`config.mk`:
```
export PLATFORM = sky130hd
export DESIGN_NAME = stack_sequencer
export DESIGN_NICKNAME = d
export VERILOG_FILES = /design/src/rtl/stack_sequencer.sv
export SDC_FILE = /design/constraint.sdc
export NUM_CORES = 1
export LEC_CHECK = 0
export CAP_MARGIN = 15
export CORE_MARGIN = 1
export CORE_UTILIZATION = 45
export DETAILED_ROUTE_END_ITERATION = 8
export HOLD_SLACK_MARGIN = 0.06
export PLACE_DENSITY = 0.82
export SETUP_SLACK_MARGIN = 0.3
export SLEW_MARGIN = 20
export SYNTH_ARGS = -nofsm -noshare
export SYNTH_HDL_FRONTEND = slang
export SYNTH_SLANG_ARGS = --single-unit
```
`constraint.sdc`:
```
create_clock -name clk -period 5.04 [get_ports clk]
set_input_delay 1.008 -clock clk [delete_from_list [all_inputs] [get_ports clk]]
set_output_delay 1.008 -clock clk [all_outputs]
set_load 0.05 [all_outputs]
```
`src/rtl/stack_sequencer.sv`:
```
// ---------------------------------------------------------------------------
// stack_sequencer
//   Multi-cycle controller for CALL, RET, hardware interrupt entry (INT) and
//   RTI. Each transfer is broken into 16-bit stack transactions while the
//   front end is stalled. Stack order on push: flags, PC[31:16], PC[15:0];
//   pops run in reverse.
//
//   Optional build macro: INT_MASK_EN
//     When defined, an internal interrupt-enable bit masks pending INTs. The
//     bit is cleared on INT entry and set again by the LOAD step of RTI.
//
// Ports
//   clk, rst                 clock (rising edge), synchronous active-high reset
//   int_req                  one-cycle interrupt pulse (held pending internally)
//   call_req/ret_req/rti_req decoded transfer requests, held while stall=1
//   pc_in, call_target       return PC and CALL destination, latched on accept
//   flags_in                 current {NF,CF,ZF}, latched on accept
//   mem_rdata                stack read data, valid the cycle after mem_rd
//   stall                    freeze fetch/decode
//   mem_wr/sp_dec, wdata     push strobe, SP decrement, push data
//   mem_rd/sp_inc            pop strobe, SP increment
//   pc_load, pc_out          PC load strobe and new PC
//   flags_load, flags_out    flag register load strobe and restored flags
//   int_ack                  one-cycle acknowledge on interrupt entry
//   busy                     sequencer is not idle
// ---------------------------------------------------------------------------
module stack_sequencer #(
  parameter logic [31:0] INT_VECTOR = 32'd2
) (
  input  logic        clk,
  input  logic        rst,
  input  logic        int_req,
  input  logic        call_req,
  input  logic        ret_req,
  input  logic        rti_req,
  input  logic [31:0] pc_in,
  input  logic [31:0] call_target,
  input  logic [2:0]  flags_in,
  input  logic [15:0] mem_rdata,
  output logic        stall,
  output logic        mem_wr,
  output logic        mem_rd,
  output logic        sp_dec,
  output logic        sp_inc,
  output logic [15:0] wdata,
  output logic        pc_load,
  output logic [31:0] pc_out,
  output logic        flags_load,
  output logic [2:0]  flags_out,
  output logic        int_ack,
  output logic        busy
);

  typedef enum logic [3:0] {
    S_IDLE, S_PUSH_FL, S_PUSH_PCH, S_PUSH_PCL,
    S_POP_PCL, S_POP_PCH, S_POP_FL, S_CAP, S_LOAD
  } state_t;

  typedef enum logic [1:0] {OP_CALL, OP_INT, OP_RET, OP_RTI} op_t;

  state_t      r_state, w_next;
  op_t         r_op, w_op;
  logic        r_int_pending;
  logic [31:0] r_pc, r_target;
  logic [2:0]  r_flags, r_rflags;
  logic [15:0] r_lo, r_hi;
  logic        w_int_ok, w_accept;

`ifdef INT_MASK_EN
  logic r_int_en;
  assign w_int_ok = (r_int_pending | int_req) & r_int_en;
`else
  assign w_int_ok = r_int_pending | int_req;
`endif

  // Request arbitration: only in IDLE, INT > RTI > RET > CALL. A raw int_req
  // counts so an INT arriving alongside a CALL wins in the same cycle.
  always_comb begin
    w_op     = OP_CALL;
    w_accept = 1'b0;
    if (!rst && r_state == S_IDLE) begin
      w_accept = w_int_ok | rti_req | ret_req | call_req;
      if (w_int_ok)     w_op = OP_INT;
      else if (rti_req) w_op = OP_RTI;
      else if (ret_req) w_op = OP_RET;
      else              w_op = OP_CALL;
    end
  end

  always_comb begin
    w_next = r_state;
    case (r_state)
      S_IDLE: begin
        if (w_accept) begin
          case (w_op)
            OP_INT:  w_next = S_PUSH_FL;
            OP_CALL: w_next = S_PUSH_PCH;
            default: w_next = S_POP_PCL;
          endcase
        end
      end
      S_PUSH_FL:  w_next = S_PUSH_PCH;
      S_PUSH_PCH: w_next = S_PUSH_PCL;
      S_PUSH_PCL: w_next = S_LOAD;
      S_POP_PCL:  w_next = S_POP_PCH;
      S_POP_PCH:  w_next = (r_op == OP_RTI) ? S_POP_FL : S_CAP;
      S_POP_FL:   w_next = S_CAP;
      S_CAP:      w_next = S_LOAD;
      S_LOAD:     w_next = S_IDLE;
      default:    w_next = S_IDLE;
    endcase
  end

  always_ff @(posedge clk) begin
    if (rst) begin
      r_state       <= S_IDLE;
      r_op          <= OP_CALL;
      r_int_pending <= 1'b0;
      r_pc          <= '0;
      r_target      <= '0;
      r_flags       <= '0;
      r_rflags      <= '0;
      r_lo          <= '0;
      r_hi          <= '0;
    end else begin
      r_state <= w_next;
      // Accepting an INT clears the pending bit, but an int_req in that same
      // cycle re-arms it only if the accepted INT was the already-pending one
      // (otherwise the raw pulse itself is what got accepted).
      if (w_accept && w_op == OP_INT) r_int_pending <= int_req & r_int_pending;
      else if (int_req)               r_int_pending <= 1'b1;
      if (w_accept) begin
        r_op     <= w_op;
        r_pc     <= pc_in;
        r_target <= call_target;
        r_flags  <= flags_in;
      end
      // Read data lags mem_rd by one cycle, so each capture sits one state
      // after the pop that requested it.
      case (r_state)
        S_POP_PCH: r_lo <= mem_rdata;
        S_POP_FL:  r_hi <= mem_rdata;
        S_CAP: begin
          if (r_op == OP_RTI) r_rflags <= mem_rdata[2:0];
          else                r_hi     <= mem_rdata;
        end
        default: ;
      endcase
    end
  end

`ifdef INT_MASK_EN
  always_ff @(posedge clk) begin
    if (rst)                                        r_int_en <= 1'b1;
    else if (w_accept && w_op == OP_INT)            r_int_en <= 1'b0;
    else if (r_state == S_LOAD && r_op == OP_RTI)   r_int_en <= 1'b1;
  end
`endif

  // Outputs are forced low while rst is high so an aborted sequence issues
  // no further strobes.
  always_comb begin
    stall      = 1'b0;
    mem_wr     = 1'b0;
    mem_rd     = 1'b0;
    sp_dec     = 1'b0;
    sp_inc     = 1'b0;
    wdata      = '0;
    pc_load    = 1'b0;
    pc_out     = '0;
    flags_load = 1'b0;
    flags_out  = '0;
    int_ack    = 1'b0;
    busy       = 1'b0;
    if (!rst) begin
      busy  = (r_state != S_IDLE);
      stall = busy | w_accept;
      case (r_state)
        S_PUSH_FL: begin
          mem_wr = 1'b1;
          sp_dec = 1'b1;
          wdata  = {13'b0, r_flags};
        end
        S_PUSH_PCH: begin
          mem_wr = 1'b1;
          sp_dec = 1'b1;
          wdata  = r_pc[31:16];
        end
        S_PUSH_PCL: begin
          mem_wr = 1'b1;
          sp_dec = 1'b1;
          wdata  = r_pc[15:0];
        end
        S_POP_PCL, S_POP_PCH, S_POP_FL: begin
          mem_rd = 1'b1;
          sp_inc = 1'b1;
        end
        S_LOAD: begin
          pc_load = 1'b1;
          case (r_op)
            OP_CALL: pc_out = r_target;
            OP_INT: begin
              pc_out  = INT_VECTOR;
              int_ack = 1'b1;
            end
            OP_RTI: begin
              pc_out     = {r_hi, r_lo};
              flags_load = 1'b1;
              flags_out  = r_rflags;
            end
            default: pc_out = {r_hi, r_lo};
          endcase
        end
        default: ;
      endcase
    end
  end

endmodule

```
==> results.cfg, run 1 <==
[power]
p_leak_nw = 2.79
total_power_mw = 2.28
powerDensity_nw_per_um2 = 305
ir_worst_vdd_uv = 166

[global_route]
track_usage_pct = 22.6
grt_max_degree = 98
antenna_found_initial = 0
grt_pass1_wl_um = 23600
gr-total-overflow = 0
grt_pass1_vias = 4971

[timing]
setup_violations = 0
fmax_mhz = 243
worst_slew_margin_rel_pct = 46.4
layout_min_cycle_time_ns = 4.12
setup_tns_ns = 0
finalMaxSlewViolations = 0
hold_viol_final = 0
worst_pin_slew_ns = 0.804
grt_setup_unrepaired = no
post-route-period-util_pct = 81.8
finClkSkew_ns = 0.00571
hold_slack_ns = 0.466

[synth]
synth.distinct_cells = 40
synth_area_um2 = 5590
yosysWarnings = 0
yosysSeqAreaShare_pct = 39.0
avgSynthCellArea_um2 = 8.37
synth.area.top_cells = dfxtp_1 (39%), nand2b_1 (15%), mux2i_1 (12%)
synth-edff-count = 0
synth_top_cell_by_area = dfxtp_1
synthArstFlopShare_pct = 0
synth_nets = 757
synth-seq-cells = 109
synth-main-ff-cell = dfxtp_1
netlist_instances = 668
synth.top_cell.area_share_pct = 39.0

[clocking]
cts_resized = 0
clock-sinks = 109
clk_pin_slew_ns = 0.07
cts_made_buffers = 9
cts_hold_buf = 0
htreeDepth = 3
cts_tree = built
post_cts_buffers = 0
clockRootBuffer = clkbuf_16
clock_path_buffers = 2
clkLatencyLatePin_ns = 0.34

[floorplanning]
core_area_um2 = 12100
die_w_um = 113
start_util_pct = 46.3
die_h_um = 113
rows = 40
ios = 149
die_area_um2 = 12900

[finish]
nFillCells = 998
final_common_cell = nand2b_1
seqCellArea_um2 = 2190
final_cell_mix = nand2b_1 (135), clkdlybuf4s50_1 (109), dfxtp_1 (107), mux2i_1 (67), a21oi_1 (66)
instances_no_fill = 942
antenna_cells = 0
final_nets = 858
utilization_pct = 62.1
multi_input_area_um2 = 3100
drive_above_1_share_pct = 9.43
syn_to_final_growth_pct = 34.0

[drt]
dr.pass1.iters = 6
drcViolationCount = 0
ant_nets = 0
avgViaCountPerCell = 5.32
wl_per_cell_um = 15.5
routed_wl_um = 14600
drtIter0Drc = 370
vias = 5012

[placement]
gp_congestion = 0.817
io_buffers = 148
dp_cells = 926
dpl.hpwl_um = 10200

[critical_path]
worstSetupPathType = reg -> out
crit_fanout = 20
cp-start-kind = flip-flop
crit_path_end_kind = output port
critPathArrivalTime_ns = 3.12
cp.required_ns = 4.03

[hold_path]
hold_class = reg -> reg

[status]
outcome = finished, final reports clean

[job]
cap_violations = 0
layer usage:
metal / routed length (um) / vias to the layer above / GRT usage, %
met5: 0 / - / 0
met2: 7170 / 197 / 40.0
met1: 6230 / 2334 / 27.1
met3: 1040 / 20 / 5.74
li1: - / 2461 / -
met4: 182 / 0 / 5.88
state kept, by name (all words and copies together), names as in the netlist:
register       flops
r_target          32
r_lo              16
r_op               2
r_int_pending      1
r_rflags           3
r_state            4
r_hi              16
r_pc              32
r_flags            3
cells in the mapped netlist, types with 2 or more instances:
| library cell | count |
|---|---|
| nand2b_1 | 135 |
| dfxtp_1 | 109 |
| mux2i_1 | 67 |
| a21oi_1 | 66 |
| nor2_1 | 57 |
| clkbuf_1 | 45 |
| nand2_1 | 37 |
| nor3b_1 | 27 |
| a22oi_1 | 21 |
| o21ai_0 | 21 |
| nand3_1 | 20 |
| buf_2 | 7 |
| nor3_1 | 7 |
| buf_4 | 5 |
| inv_1 | 5 |
| buf_6 | 4 |
| nand3b_1 | 4 |
| and3_1 | 3 |
| buf_1 | 3 |
| mux2_2 | 3 |
| and4_1 | 2 |
| or4_1 | 2 |
metrics by stage:
step           setup WS (ns)  area (um2)
2_1_floorplan           1.25        5590
3_3_place_gp            1.17        7200
3_5_place_dp            1.05        7200
4_1_cts                0.941        7490
5_1_grt                0.801        7490
6_report               0.917        7490
final timing paths:
path         slack, ns  cells after the start        end        from
max reg2reg       2.20                      4    r_pc[0]  r_state[3]
max               0.92                      4  wdata[13]  r_state[1]
min reg2reg       0.47                      2    r_lo[1]     r_lo[1]
min               0.47                      2    r_lo[1]     r_lo[1]
worst max-delay path: stages (launching register included):
cell and delay, ns:
dfxtp_1 0.76, nor2_1 0.17, or4_1 0.74, nor2_1 0.27
clkdlybuf4s50_1 0.83
cell families after synthesis:
logic type,synth area share [%]
multiplexers,12.6
flip-flops,39.0
AO/OA/AOI/OAI,11.7
buffers and inverters,5.66
AND/OR/NAND/NOR,31.0
cell type report:
class,instances,share of cell area [%]
Inverter,5,0.251
Clock inverter,7,0.785
Multi-Input combinational cell,490,41.4
Timing Repair Buffer,154,22.6
Sequential cell,109,29.2
Tap cell,168,2.81
Clock buffer,9,3.01
report_power, final:
group / switching (mW) / total [mW] / internal [mW]
Combinational: 0.266 / 0.539 / 0.273
Sequential: 0.109 / 1.07 / 0.963
Clock: 0.333 / 0.675 / 0.342
Total: 0.708 / 2.28 / 1.58
Power figures use the tool's default switching activity.
==> run 2, diff against run 1 <==
--- a/config.mk
+++ b/config.mk
@@ -7,10 +7,10 @@
 export LEC_CHECK = 0
 export CAP_MARGIN = 15
 export CORE_MARGIN = 1
-export CORE_UTILIZATION = 45
+export CORE_UTILIZATION = 44
 export DETAILED_ROUTE_END_ITERATION = 8
 export HOLD_SLACK_MARGIN = 0.06
-export PLACE_DENSITY = 0.82
+export PLACE_DENSITY = 0.84
 export SETUP_SLACK_MARGIN = 0.3
 export SLEW_MARGIN = 20
 export SYNTH_ARGS = -nofsm -noshare
==> constraint.sdc (replaced) <==
create_clock -name clk -period 3.4 [get_ports clk]
set_input_delay 0.68 -clock clk [delete_from_list [all_inputs] [get_ports clk]]
set_output_delay 0.68 -clock clk [all_outputs]
set_load 0.05 [all_outputs]
==> results.cfg, run 2 (synthesis results as in run 1) <==
[job]
cap_violations = 0

[clocking]
cts_tree = built
cts_hold_buf = 0
clock-sinks = 109
clkLatencyLatePin_ns = 0.35
clk_pin_slew_ns = 0.07
htreeDepth = 3
clockRootBuffer = clkbuf_16
clock_path_buffers = 2
cts_made_buffers = 9

[timing]
finClkSkew_ns = 0.00791
worst_pin_slew_ns = 0.785
hold_slack_ns = 0.462
layout_min_cycle_time_ns = 2.92
setup_violations = 0
setup_tns_ns = 0
worst_slew_margin_rel_pct = 47.7
grt_setup_unrepaired = no
hold_viol_final = 0
finalMaxSlewViolations = 0
post-route-period-util_pct = 85.9
fmax_mhz = 342

[critical_path]
worstSetupPathType = reg -> out
crit_slowest_cell = or4_1
path_cells = or4_1 -> nor2_1 -> buf_12
cp-start-kind = flip-flop
cp.required_ns = 2.72
crit_path_end_kind = output port
critPathArrivalTime_ns = 2.24
cpPeakStageDelay_ns = 0.88
crit_fanout = 17

[finish]
top_regs = r_pc: 32 flops, r_target: 32 flops
syn_to_final_growth_pct = 41.5
antenna_cells = 0
final_common_cell = nand2b_1
final_nets = 862
stdcell_area_um2 = 7910
drive_above_1_share_pct = 12.5
final_cell_mix = nand2b_1 (135), dfxtp_1 (106), clkdlybuf4s50_1 (88), mux2i_1 (67), a21oi_1 (66)
nFillCells = 1003

[placement]
gp_congestion = 0.888
io_buffers = 148
dpl.hpwl_um = 10500
placed_cell_area_um2 = 7620

[floorplanning]
rows = 40
ios = 149
die_w_um = 115
start_util_pct = 45.8
die_area_um2 = 13200
core_area_um2 = 12200
die_h_um = 115

[drt]
vias = 5031
dr.pass1.iters = 5
routed_wl_um = 14700
ant_nets = 0
drtIter0Drc = 411
drcViolationCount = 0
avgViaCountPerCell = 5.32
wl_per_cell_um = 15.5

[power]
p_leak_nw = 2.95
clock_power_share_pct = 29.6
powerDensity_nw_per_um2 = 433
ir_worst_vdd_uv = 249
total_power_mw = 3.43
p_sw_mw = 1.01
seqPwrFrac_pct = 44.9
internal_power_mw = 2.41
p_sw_share_pct = 29.5
combPwrFrac_pct = 25.5

[global_route]
grt_pass1_vias = 4868
grt_max_degree = 96
grt_pass1_wl_um = 23500
gr-total-overflow = 0
track_usage_pct = 22.6
antenna_found_initial = 0

[status]
outcome = finished, final reports clean

[hold_path]
hold_class = reg -> reg
[run 2: changes by cell type in the layout (fill, tap and decap cells not counted)]
cell / previous run / this run
dfxtp_1: 107 / 106
clkinv_4: 3 / 1
clkdlybuf4s50_1: 109 / 88
clkbuf_8: 0 / 3
buf_4: 24 / 14
dfxtp_4: 1 / 0
buf_12: 21 / 56
dfxtp_2: 1 / 3
clkinvlp_4: 2 / 1
clkbuf_1: 0 / 2
inv_6: 2 / 0
[run 2: power groups by stage]
stage	Sequential (mW)	Clock [mW]	Combinational, mW
final	1.54	1.01	0.874
after global routing	1.56	1.09	0.943
after CTS	1.54	1.03	0.875
after detailed placement	1.56	0	0.871
after global placement	1.55	0	0.846
after floorplan	1.51	0	0.675
[run 2: what timing repair did]
| item | CTS | global route |
|---|---|---|
| buffers inserted | 0 | 0 |
| endpoints found under the setup margin | 0 | 20 |
| gates resized for setup | 0 | 2 |
[run 2: critical path: cells and delay by family, from the launching register on]
| family | cells | cell delay [ns] |
|---|---|---|
| buffers and inverters | 1 | 0.18 |
| flip-flops | 1 | 0.51 |
| AND/OR/NAND/NOR | 2 | 1.21 |
[run 2: final timing paths]
check / startpoint / endpoint / slack (ns) / cells past startpoint
max: r_state[3] / wdata[3] / 0.48 / 3
min: r_lo[4] / r_lo[4] / 0.46 / 2
max reg2reg: r_state[3] / r_pc[6] / 1.21 / 4
min reg2reg: r_lo[4] / r_lo[4] / 0.46 / 2
[run 2: metrics by stage]
step	worst slack, ns	cells	util [%]
floorplan	0.269	668	-
global placement	0.690	930	62.4
detailed placement	0.634	930	62.4
CTS	0.339	946	64.8
global route	0.381	946	64.8
finish	0.479	946	64.8
[run 2: layout make-up]
| cell class | count | area, um2 | share of cell area, % |
|---|---|---|---|
| Timing Repair Buffer | 158 | 2110 | 26.6 |
| Inverter | 5 | 18.8 | 0.237 |
| Sequential cell | 109 | 2190 | 27.6 |
| Clock inverter | 2 | 16.3 | 0.206 |
| Multi-Input combinational cell | 490 | 3100 | 39.2 |
| Clock buffer | 14 | 274 | 3.46 |
| Tap cell | 168 | 210 | 2.66 |
[run 2: routing by layer]
layer | track usage, % | routed length, um | vias to the layer above
met1 | 27.8 | 6250 | 2360
met5 | 0 | 0 | -
li1 | - | - | 2475
met4 | 7.53 | 201 | 0
met2 | 39.1 | 7160 | 181
met3 | 5.03 | 1070 | 15
==> run 3, diff against run 2 <==
--- a/config.mk
+++ b/config.mk
@@ -12,7 +12,6 @@
 export HOLD_SLACK_MARGIN = 0.06
 export PLACE_DENSITY = 0.84
 export SETUP_SLACK_MARGIN = 0.3
-export SLEW_MARGIN = 20
 export SYNTH_ARGS = -nofsm -noshare
 export SYNTH_HDL_FRONTEND = slang
 export SYNTH_SLANG_ARGS = --single-unit
==> results of run 3 <==
Final layout, timing and power as in run 2 (identical DEF).
